==> config.mk <==
export PLATFORM = sky130hd
export DESIGN_NAME = eeg_channel_filter
export DESIGN_NICKNAME = d
export VERILOG_FILES = /design/src/rtl/eeg_filter_pkg.sv /design/src/rtl/eeg_ch_window.sv /design/src/rtl/eeg_channel_filter.sv
export SDC_FILE = /design/constraint.sdc
export NUM_CORES = 1
export LEC_CHECK = 0
export CAP_MARGIN = 15
export CORE_AREA = 2 2 114 172
export DETAILED_ROUTE_END_ITERATION = 16
export DIE_AREA = 0 0 116 174
export PLACE_DENSITY = 0.77
export SLEW_MARGIN = 20
export SYNTH_ARGS = -nofsm -noshare
export SYNTH_HDL_FRONTEND = slang
export SYNTH_SLANG_ARGS = --single-unit
==> constraint.sdc <==
create_clock -name clk -period 5.3 [get_ports clk]
set_input_delay 0.795 -clock clk [delete_from_list [all_inputs] [get_ports clk]]
set_output_delay 0.795 -clock clk [all_outputs]
set_load 0.02 [all_outputs]
==> src/rtl/eeg_filter_pkg.sv <==
// eeg_filter_pkg: width and limit helpers shared by the EEG filter.
// Optional: EEG_FILT_SAT_CNT_EN adds a saturation counter to the top.
package eeg_filter_pkg;

  function automatic int ch_w(int n);
    return (n > 1) ? $clog2(n) : 1;
  endfunction

  function automatic int sum_w(int dw, int wl);
    return dw + wl;
  endfunction

  function automatic logic [63:0] sat_max(int dw);
    return (64'd1 << dw) - 64'd1;
  endfunction

endpackage

==> src/rtl/eeg_ch_window.sv <==
// eeg_ch_window: one channel's history, write pointer and running sum.
// sum_nx is the post-update sum, valid in the same cycle as wr_en.
module eeg_ch_window
  import eeg_filter_pkg::*;
#(
  parameter int DATA_W   = 8,
  parameter int WIN_LOG2 = 2,
  localparam int SW      = sum_w(DATA_W, WIN_LOG2)
) (
  input  logic              clk,
  input  logic              rst,
  input  logic              wr_en,
  input  logic [DATA_W-1:0] din,
  output logic [SW-1:0]     sum_nx
);

  localparam int DEPTH = 1 << WIN_LOG2;
  localparam int PW    = (WIN_LOG2 > 0) ? WIN_LOG2 : 1;

  logic [DATA_W-1:0] hist_q [DEPTH];
  logic [DATA_W-1:0] hist_d [DEPTH];
  logic [PW-1:0]     ptr_q, ptr_d;
  logic [SW-1:0]     sum_q, sum_d;
  logic [DATA_W-1:0] old;

  always_comb begin
    old = '0;
    for (int i = 0; i < DEPTH; i++) begin
      if (ptr_q == PW'(i)) old = hist_q[i];
    end
    // oldest sample is always part of sum_q, so this never underflows
    sum_nx = sum_q - SW'(old) + SW'(din);
    hist_d = hist_q;
    ptr_d  = ptr_q;
    sum_d  = sum_q;
    if (wr_en) begin
      sum_d = sum_nx;
      for (int i = 0; i < DEPTH; i++) begin
        if (ptr_q == PW'(i)) hist_d[i] = din;
      end
      ptr_d = (ptr_q == PW'(DEPTH - 1)) ? '0 : ptr_q + 1'b1;
    end
  end

  always_ff @(posedge clk) begin
    if (rst) begin
      for (int i = 0; i < DEPTH; i++) hist_q[i] <= '0;
      ptr_q <= '0;
      sum_q <= '0;
    end else begin
      hist_q <= hist_d;
      ptr_q  <= ptr_d;
      sum_q  <= sum_d;
    end
  end

endmodule

==> src/rtl/eeg_channel_filter.sv <==
// eeg_channel_filter: per-channel moving average + offset with saturation.
// Optional: EEG_FILT_SAT_CNT_EN adds the sat_count output.
module eeg_channel_filter
  import eeg_filter_pkg::*;
#(
  parameter int DATA_W   = 8,
  parameter int NUM_CH   = 4,
  parameter int WIN_LOG2 = 2,
  parameter int OFFSET   = 1,
  localparam int CH_W    = ch_w(NUM_CH)
) (
  input  logic              clk,
  input  logic              rst,
  input  logic              s_valid,
  output logic              s_ready,
  input  logic [DATA_W-1:0] s_data,
  input  logic [CH_W-1:0]   s_ch,
  output logic              m_valid,
  input  logic              m_ready,
  output logic [DATA_W-1:0] m_data,
  output logic [CH_W-1:0]   m_ch,
  output logic              m_sat,
`ifdef EEG_FILT_SAT_CNT_EN
  output logic [15:0]       sat_count,
`endif
  output logic              err_ch
);

  localparam int SW = sum_w(DATA_W, WIN_LOG2);
  localparam logic [DATA_W:0] SAT_V =
    (DATA_W + 1)'(sat_max(DATA_W));

  logic [NUM_CH-1:0] wr_en;
  logic [SW-1:0]     sum_nx [NUM_CH];
  logic [SW-1:0]     sel;
  logic [DATA_W-1:0] avg;
  logic [DATA_W:0]   res;
  logic              acc, ch_ok, sat;

  logic              m_valid_q, m_valid_d;
  logic [DATA_W-1:0] m_data_q, m_data_d;
  logic [CH_W-1:0]   m_ch_q, m_ch_d;
  logic              m_sat_q, m_sat_d;
  logic              err_ch_q, err_ch_d;

  for (genvar c = 0; c < NUM_CH; c++) begin : g_ch
    eeg_ch_window #(
      .DATA_W   (DATA_W),
      .WIN_LOG2 (WIN_LOG2)
    ) u_win (
      .clk    (clk),
      .rst    (rst),
      .wr_en  (wr_en[c]),
      .din    (s_data),
      .sum_nx (sum_nx[c])
    );
  end

  assign s_ready = !rst && (!m_valid_q || m_ready);

  always_comb begin
    acc   = s_valid && s_ready;
    ch_ok = {1'b0, s_ch} < (CH_W + 1)'(NUM_CH);
    wr_en = '0;
    sel   = '0;
    for (int c = 0; c < NUM_CH; c++) begin
      if (s_ch == CH_W'(c)) begin
        wr_en[c] = acc && ch_ok;
        sel      = sum_nx[c];
      end
    end
    avg = DATA_W'(sel >> WIN_LOG2);
    res = {1'b0, avg} + (DATA_W + 1)'(OFFSET);
    sat = res > SAT_V;

    m_valid_d = m_valid_q && !m_ready;
    m_data_d  = m_data_q;
    m_ch_d    = m_ch_q;
    m_sat_d   = m_sat_q;
    err_ch_d  = acc && !ch_ok;
    if (acc && ch_ok) begin
      m_valid_d = 1'b1;
      m_data_d  = sat ? '1 : res[DATA_W-1:0];
      m_ch_d    = s_ch;
      m_sat_d   = sat;
    end
  end

  always_ff @(posedge clk) begin
    if (rst) begin
      m_valid_q <= 1'b0;
      m_data_q  <= '0;
      m_ch_q    <= '0;
      m_sat_q   <= 1'b0;
      err_ch_q  <= 1'b0;
    end else begin
      m_valid_q <= m_valid_d;
      m_data_q  <= m_data_d;
      m_ch_q    <= m_ch_d;
      m_sat_q   <= m_sat_d;
      err_ch_q  <= err_ch_d;
    end
  end

  assign m_valid = m_valid_q;
  assign m_data  = m_data_q;
  assign m_ch    = m_ch_q;
  assign m_sat   = m_sat_q;
  assign err_ch  = err_ch_q;

`ifdef EEG_FILT_SAT_CNT_EN
  logic [15:0] sat_cnt_q, sat_cnt_d;

  always_comb begin
    sat_cnt_d = sat_cnt_q;
    if (m_valid_q && m_ready && m_sat_q && sat_cnt_q != 16'hFFFF)
      sat_cnt_d = sat_cnt_q + 16'd1;
  end

  always_ff @(posedge clk) begin
    if (rst) sat_cnt_q <= '0;
    else     sat_cnt_q <= sat_cnt_d;
  end

  assign sat_count = sat_cnt_q;
`endif

endmodule

# After elaboration in Yosys (flattened, before gate mapping)

Index checks and enable logic that the tools add are counted.

Register bits after elaboration: 188
Word-level logic and storage cells: 115

$add $sub $neg: 13
Order comparisons: 1
Eq/ne operators: 15
Multiplexer cells: 30
Reductions and logical operators: 28

Operator list:

| kind                  | number |
|---|---|
| $mux W8               | 17 |
| $add A10 B8 Y10       | 4 |
| $mux W10              | 4 |
| $sub A10 B8 Y10       | 4 |
| $reduce_and A2 Y1     | 16 |
| $eq A2 B2 Y1 const B  | 10 |
| $eq A2 B1 Y1 const B  | 5 |
| $logic_not A2 Y1      | 5 |
| $add A8 B1 Y9 const B | 1 |
| $gt A9 B8 Y1 const B  | 1 |
| $add A2 B1 Y2 const B | 4 |
| $mux W2               | 4 |
| $mux W1               | 5 |
| $logic_and A1 B1 Y1   | 3 |
| $logic_not A1 Y1      | 3 |
| $logic_or A1 B1 Y1    | 1 |

# Depth between registers and ports, before layout

Depth after elaboration: 14
Gate-level depth with buffers: 23
Depth with buffers taken out: 22

# Modules after synthesis

From an unflattened synthesis, not the netlist that was laid out.

Cells, all modules: 1430
Area, all modules: 11395.9 sq um

Modules (own cells, without submodules):

| module                         | instances | cells an instance | area an instance (sq um) | sequential area each (sq um) |
|---|---|---|---|---|
| eeg_ch_window at g_ch[2].u_win | 1         | 334               | 2651.3                   | 880.8 |
| eeg_ch_window at g_ch[0].u_win | 1         | 333               | 2618.8                   | 880.8 |
| eeg_ch_window at g_ch[1].u_win | 1         | 331               | 2610.0                   | 880.8 |
| eeg_ch_window at g_ch[3].u_win | 1         | 334               | 2606.2                   | 880.8 |
| eeg_channel_filter             | 1         | 98                | 909.6                    | 240.2 |

# Worst setup path after synthesis

OpenSTA, ideal clock, no wires.

Path type: register to register
Start: register g_ch[2].u_win.ptr_q[0]
End: register m_data_q[7], in the netlist m_data[7]
Library setup time: 130 ps
Arrival time: 4250 ps
Slack: 920 ps
Cell stages (with the launch flop): 23
Path through: dfxtp_1 > inv_1 > ha_1 > clkbuf_1 > clkbuf_1 > nand2_1 > nor2_1 > a21oi_1 > nor2_1 > a21oi_1 > o21ai_0 > ha_1 > inv_1 > ha_1 > fa_1 > a21o_1 > a221o_1 > or2_4 > xor2_1 > mux4_2 > and3_4 > nor4b_1 > o31ai_1

Cells in the longest elaborated chain, start to end: 12

RTL lines:

| element                    | RTL line                 | source |
|---|---|---|
| from (decl)                | eeg_ch_window.sv:22      | `logic [PW-1:0] ptr_q, ptr_d;` |
| from (signal assigned)     | eeg_ch_window.sv:52      | `ptr_q <= ptr_d;` |
| $logic_not A2 Y1           | eeg_ch_window.sv:29      | `if (ptr_q == PW'(i)) old = hist_q[i];` |
| $mux W8 (3 in series)      | eeg_ch_window.sv:29      |  |
| $mux W8 (*)                | eeg_ch_window.sv:29      |  |
| $sub A10 B8 Y10 (*)        | eeg_ch_window.sv:32      | `sum_nx = sum_q - SW'(old) + SW'(din);` |
| $add A10 B8 Y10 (*)        | eeg_ch_window.sv:32      |  |
| $mux W10 (*) (2 in series) | eeg_channel_filter.sv:67 | `if (s_ch == CH_W'(c)) begin` |
| $add A8 B1 Y9 (*)          | eeg_channel_filter.sv:73 | `res = {1'b0, avg} + (DATA_W + 1)'(OFFSET);` |
| $gt A9 B8 Y1               | eeg_channel_filter.sv:74 | `sat = res > SAT_V;` |
| $mux W8 (*)                | eeg_channel_filter.sv:83 | `m_data_d = sat ? '1 : res[DATA_W-1:0];` |
| to (signal assigned)       | eeg_channel_filter.sv:98 | `m_data_q <= m_data_d;` |
| to (decl)                  | eeg_channel_filter.sv:41 | `logic [DATA_W-1:0] m_data_q, m_data_d;` |

Mark *: on every way between the ends. The rest lies on a longest branch, timed or not.
A chain may end at the register's enable or synchronous reset.

# Final worst setup path

Start: register g_ch[3].u_win.ptr_q[0]
End: register m_data_q[1], in the netlist m_data[1]

Cells in the longest elaborated chain, start to end: 11

RTL lines:

| element                | RTL line |
|---|---|
| from (decl)            | eeg_ch_window.sv:22 |
| from (signal assigned) | eeg_ch_window.sv:52 |
| $logic_not A2 Y1       | eeg_ch_window.sv:29 |
| $mux W8 (3 in series)  | eeg_ch_window.sv:29 |
| $mux W8 (*)            | eeg_ch_window.sv:29 |
| $sub A10 B8 Y10 (*)    | eeg_ch_window.sv:32 |
| $add A10 B8 Y10 (*)    | eeg_ch_window.sv:32 |
| $mux W10 (*)           | eeg_channel_filter.sv:67 |
| $add A8 B1 Y9 (*)      | eeg_channel_filter.sv:73 |
| $gt A9 B8 Y1           | eeg_channel_filter.sv:74 |
| $mux W8 (*)            | eeg_channel_filter.sv:83 |

Marked as above.

==> results.py <==
metrics = {
    "outcome": {
        "status": "finished, final reports clean",
    },
    "setup_path": {
        "crit_arrival_ns": 5.29,
        "worstPathRequired_ns": 5.66,
        "crit_path_start_kind": "flip-flop",
        "endpoint": "m_data[1]$_SDFFE_PP0P_",
        "path_delay_family": "compound AO/OA/AOI/OAI gates",
        "worstReg2RegEnd": "m_data[1]$_SDFFE_PP0P_",
        "critPathBufInv": 1,
        "crit_chain": "inv_1 > ha_1 > nand2_1 > nor2_1 > a21oi_1 > nor2_1 > a21oi_1 > nor2_1 > a21oi_1 > fa_1 > ha_1 > a21oi_1 > o211ai_1 > o41ai_2 > xor2_1 > a221oi_2 > nor4b_4 > a31oi_4 > a211oi_1",
        "worstPathMaxFanout": 17,
        "cp-startpoint": "g_ch[3].u_win.ptr_q[0]$_SDFFE_PP0P_",
        "max_stage_delay_ns": 0.48,
        "reg2reg_slack_ns": 0.37,
        "ff2ff_path_depth": 19,
        "cp.depth": 19,
        "crit_type": "flip-flop to flip-flop",
        "end_kind": "flip-flop",
        "crit_top_cell": "a21oi_1",
        "cp_slowest_cell": "fa_1",
        "r2r_start": "g_ch[3].u_win.ptr_q[0]$_SDFFE_PP0P_",
    },
    "power_and_ir_drop": {
        "vdd_drop_max_v": 0.0002240,
        "internal-power_mw": 2.472,
        "fin_total_pwr_mw": 3.542,
        "p_per_area_nw_per_um2": 292.3,
        "p_leak_nw": 4.366,
        "switching_share_pct": 30.21,
        "clockPowerShare_pct": 36.7,
        "power_frac_seq_pct": 41.1,
        "pwr-share-comb_pct": 22.2,
        "p_sw_mw": 1.070,
    },
    "detailed_routing": {
        "via_count": 9983,
        "ant_nets": 0,
        "drc": 0,
        "wl_per_cell_um": 16.23,
        "finalWirelength_um": 27810,
        "dr.pass1.iters": 5,
        "via_per_inst": 5.824,
        "first_iter_violations": 897,
    },
    "global_route": {
        "grt_max_degree": 104,
        "grt.overflow.total": 0,
        "grt_pass1_vias": 9585,
        "grt_pass1_wl_um": 46250,
        "track_usage_pct": 28.31,
        "antenna_found_initial": 0,
    },
    "logic_synthesis": {
        "ys_warn_count": 0,
        "ys_seq_elements": 188,
        "synthFlopType": "dfxtp_1",
        "synthesis.area_um2": 11060,
        "syn_avg_cell_area_um2": 7.526,
        "seq_area_frac_synth_pct": 34.04,
        "synthCells": 1469,
        "synth-edff-count": 0,
        "synthDistinctLibCells": 77,
        "synth_fp_nets": 1573,
        "synthArstFlopShare_pct": 0,
    },
    "place": {
        "placed_cells": 1682,
        "placed_cell_area_um2": 11510,
        "dp_hpwl_um": 19910,
        "pre_cts_ws_ns": 0.4403,
        "gp_congestion": 0.9189,
        "placement.io_buffers": 26,
    },
    "job": {
        "drv_cap": 0,
    },
    "clock_tree": {
        "numCtsBuffers": 17,
        "cts_tree": "built",
        "clock_latency_ns": 0.45,
        "cts_root_buffer": "clkbuf_16",
        "ctsHoldBuffers": 0,
        "cts_setup_buffers": 0,
        "cts_buffer_depth": 2,
        "htreeDepth": 4,
        "clk_pin_slew_ns": 0.07,
        "cts_num_sinks": 188,
    },
    "finish": {
        "n_antenna_cell": 0,
        "drive_above_1_share_pct": 6.653,
        "layout.nets": 1549,
        "final_core_util_pct": 64.54,
        "finish.instance_area_um2": 12120,
        "stdcell_count": 1714,
        "syn_to_final_growth_pct": 9.597,
    },
    "floorplan": {
        "core_area_um2": 18770,
        "pin_count": 28,
        "die_area_um2": 20180,
        "die_h_um": 174,
        "start_util_pct": 58.89,
        "row_count": 62,
        "die_w_um": 116,
    },
    "sta": {
        "tns_ns": 0,
        "max_slew_margin_pct": 26.10,
        "finalSetupViolCount": 0,
        "worstMarginPinSlew_ns": 1.108,
        "min_period_ns": 4.929,
        "fmax_mhz": 202.9,
        "layout_setup_ws_ns": 0.3707,
        "slew_violations": 0,
        "clock_skew_ns": 0.01018,
        "rsz0062_at_grt": "no",
        "fin_crit_sh_pct": 93.01,
        "whs_ns": 0.4528,
        "hold_viol": 0,
    },
    "min_path": {
        "min_path_type": "flip-flop to flip-flop",
    },
}
-- power groups by stage --
stage | Sequential [mW] | Combinational (mW) | Clock, mW
detailed placement | 1.49 | 0.768 | 0
CTS | 1.46 | 0.774 | 1.32
global route | 1.46 | 0.862 | 1.36
finish | 1.46 | 0.786 | 1.30
floorplan | 1.50 | 0.555 | 0
global placement | 1.49 | 0.750 | 0
-- worst reg2reg max path, cell delays in order, from the launching register on --
cell	delay (ns)
dfxtp_1	0.40
inv_1	0.10
ha_1	0.41
nand2_1	0.15
nor2_1	0.05
a21oi_1	0.14
nor2_1	0.06
a21oi_1	0.14
nor2_1	0.06
a21oi_1	0.25
fa_1	0.48
ha_1	0.33
a21oi_1	0.20
o211ai_1	0.14
o41ai_2	0.38
xor2_1	0.23
a221oi_2	0.47
nor4b_4	0.38
a31oi_4	0.19
a211oi_1	0.27
-- cells in the final DEF (no fill, tap or decap), types with 3 or more instances in the layout --
cell type        instances
nand2_1                291
a21oi_1                280
dfxtp_1                188
nor2_1                 132
nand3_1                104
ha_1                    58
inv_1                   47
buf_4                   36
fa_1                    32
clkdlybuf4s50_1         25
xnor2_1                 23
o21ai_0                 21
clkbuf_16               17
a211oi_1                14
nor3_1                  12
o211ai_1                12
or3_1                    9
xor2_1                   8
nand2b_1                 7
nor4_1                   7
o21bai_1                 6
nor2b_1                  6
and3_1                   6
o21ai_1                  6
and2_1                   5
o22ai_1                  5
or4_1                    4
nand4_1                  4
mux4_2                   3
o211a_1                  3
o31a_1                   3
mux2i_1                  3
o21a_1                   3
a2111o_1                 3
and4_1                   3
clkinvlp_4               3
inv_6                    3
-- registers in the layout (all words and copies together), names as in the netlist --
| signal | cells |
|---|---|
| g_ch.u_win.hist_q | 128 |
| g_ch.u_win.sum_q | 40 |
| m_sat | 1 |
| m_valid | 1 |
| g_ch.u_win.ptr_q | 8 |
| m_ch | 2 |
| m_data | 8 |
-- how the worst min path moves through the flow --
stage | from | end | depth (start not counted)
after floorplan | g_ch[0].u_win.sum_q[0]$_SDFFE_PP0P_ | g_ch[0].u_win.sum_q[0]$_SDFFE_PP0P_ | 2
after global placement | g_ch[1].u_win.hist_q[0]$_SDFFE_PP0P_ | g_ch[1].u_win.hist_q[0]$_SDFFE_PP0P_ | 2
after detailed placement | g_ch[0].u_win.sum_q[0]$_SDFFE_PP0P_ | g_ch[0].u_win.sum_q[0]$_SDFFE_PP0P_ | 2
after CTS | g_ch[0].u_win.sum_q[0]$_SDFFE_PP0P_ | g_ch[0].u_win.sum_q[0]$_SDFFE_PP0P_ | 2
after global routing | g_ch[2].u_win.hist_q[29]$_SDFFE_PP0P_ | g_ch[2].u_win.hist_q[29]$_SDFFE_PP0P_ | 2
final | m_ch[1]$_SDFFE_PP0P_ | m_ch[1]$_SDFFE_PP0P_ | 2
-- cells in the mapped netlist (all sizes together), types with 2 or more instances --
| library cell | count | area (um^2) |
|---|---|---|
| o211a | 3 | 30.03 |
| or2 | 5 | 33.79 |
| nand2b | 7 | 43.79 |
| clkinv | 2 | 7.510 |
| and2 | 5 | 31.28 |
| dfxtp | 188 | 3764 |
| and4 | 3 | 26.28 |
| fa | 32 | 640.6 |
| xnor2 | 23 | 201.4 |
| or4 | 4 | 30.03 |
| nor3 | 13 | 65.06 |
| nor2 | 134 | 503.0 |
| nor4b | 5 | 71.32 |
| nor4 | 8 | 56.30 |
| and3 | 8 | 56.31 |
| nand4 | 4 | 25.02 |
| o211ai | 13 | 102.6 |
| mux4 | 3 | 67.56 |
| o221ai | 2 | 17.52 |
| a31oi | 2 | 27.53 |
| inv | 47 | 176.4 |
| mux2i | 3 | 30.03 |
| nand2 | 291 | 1092 |
| a41oi | 2 | 17.52 |
| xor2 | 8 | 70.07 |
| o2111ai | 2 | 17.52 |
| o31a | 3 | 26.28 |
| a21o | 2 | 15.01 |
| a21oi | 282 | 1419 |
| o21a | 3 | 22.52 |
| clkbuf | 95 | 356.6 |
| ha | 58 | 725.7 |
| buf | 9 | 38.79 |
| o21ai | 28 | 143.9 |
| o311ai | 2 | 17.52 |
| nor2b | 6 | 37.54 |
| or3 | 9 | 56.30 |
| a211oi | 18 | 170.2 |
| a211o | 2 | 17.52 |
| o21bai | 6 | 45.04 |
| o22ai | 5 | 31.28 |
| nand3 | 104 | 520.5 |
| a2111o | 3 | 33.78 |
| o22a | 2 | 17.52 |
-- layout make-up --
cell class | instances | area [um^2]
Clock buffer | 20 | 456.7
Clock inverter | 12 | 136.4
Fill cell | 1694 | 6656
Inverter | 49 | 183.9
Multi-Input combinational cell | 1128 | 6735
Sequential cell | 188 | 3764
Tap cell | 256 | 320.3
Timing Repair Buffer | 61 | 520.5
-- routing by layer --
metal / up-vias / track usage, % / routed length, um
li1: 4983 / - / -
met1: 4684 / 34.84 / 11880
met2: 250 / 47.90 / 13720
met3: 66 / 4.707 / 1152
met4: 0 / 12.90 / 1057
met5: - / 0 / 0
-- timing repair --
item	4_1_cts	5_1_grt
setup endpoints to repair	0	2
hold endpoints to repair	0	0
resized for setup	0	1
-- cell families (layout without fill, tap and decap cells) --
kind of cell | Yosys count | in the layout | synth area share (%)
compound gates | 390 | 390 | 20.64
xor+xnor | 31 | 31 | 2.456
fa+ha+maj | 90 | 90 | 12.36
buf+inv | 153 | 142 | 5.240
flops | 188 | 188 | 34.04
mux | 7 | 7 | 0.9846
other cells | 1 | 1 | 0.03392
simple gates | 609 | 609 | 24.24
No activity file was read; power rests on OpenSTA's default activity.
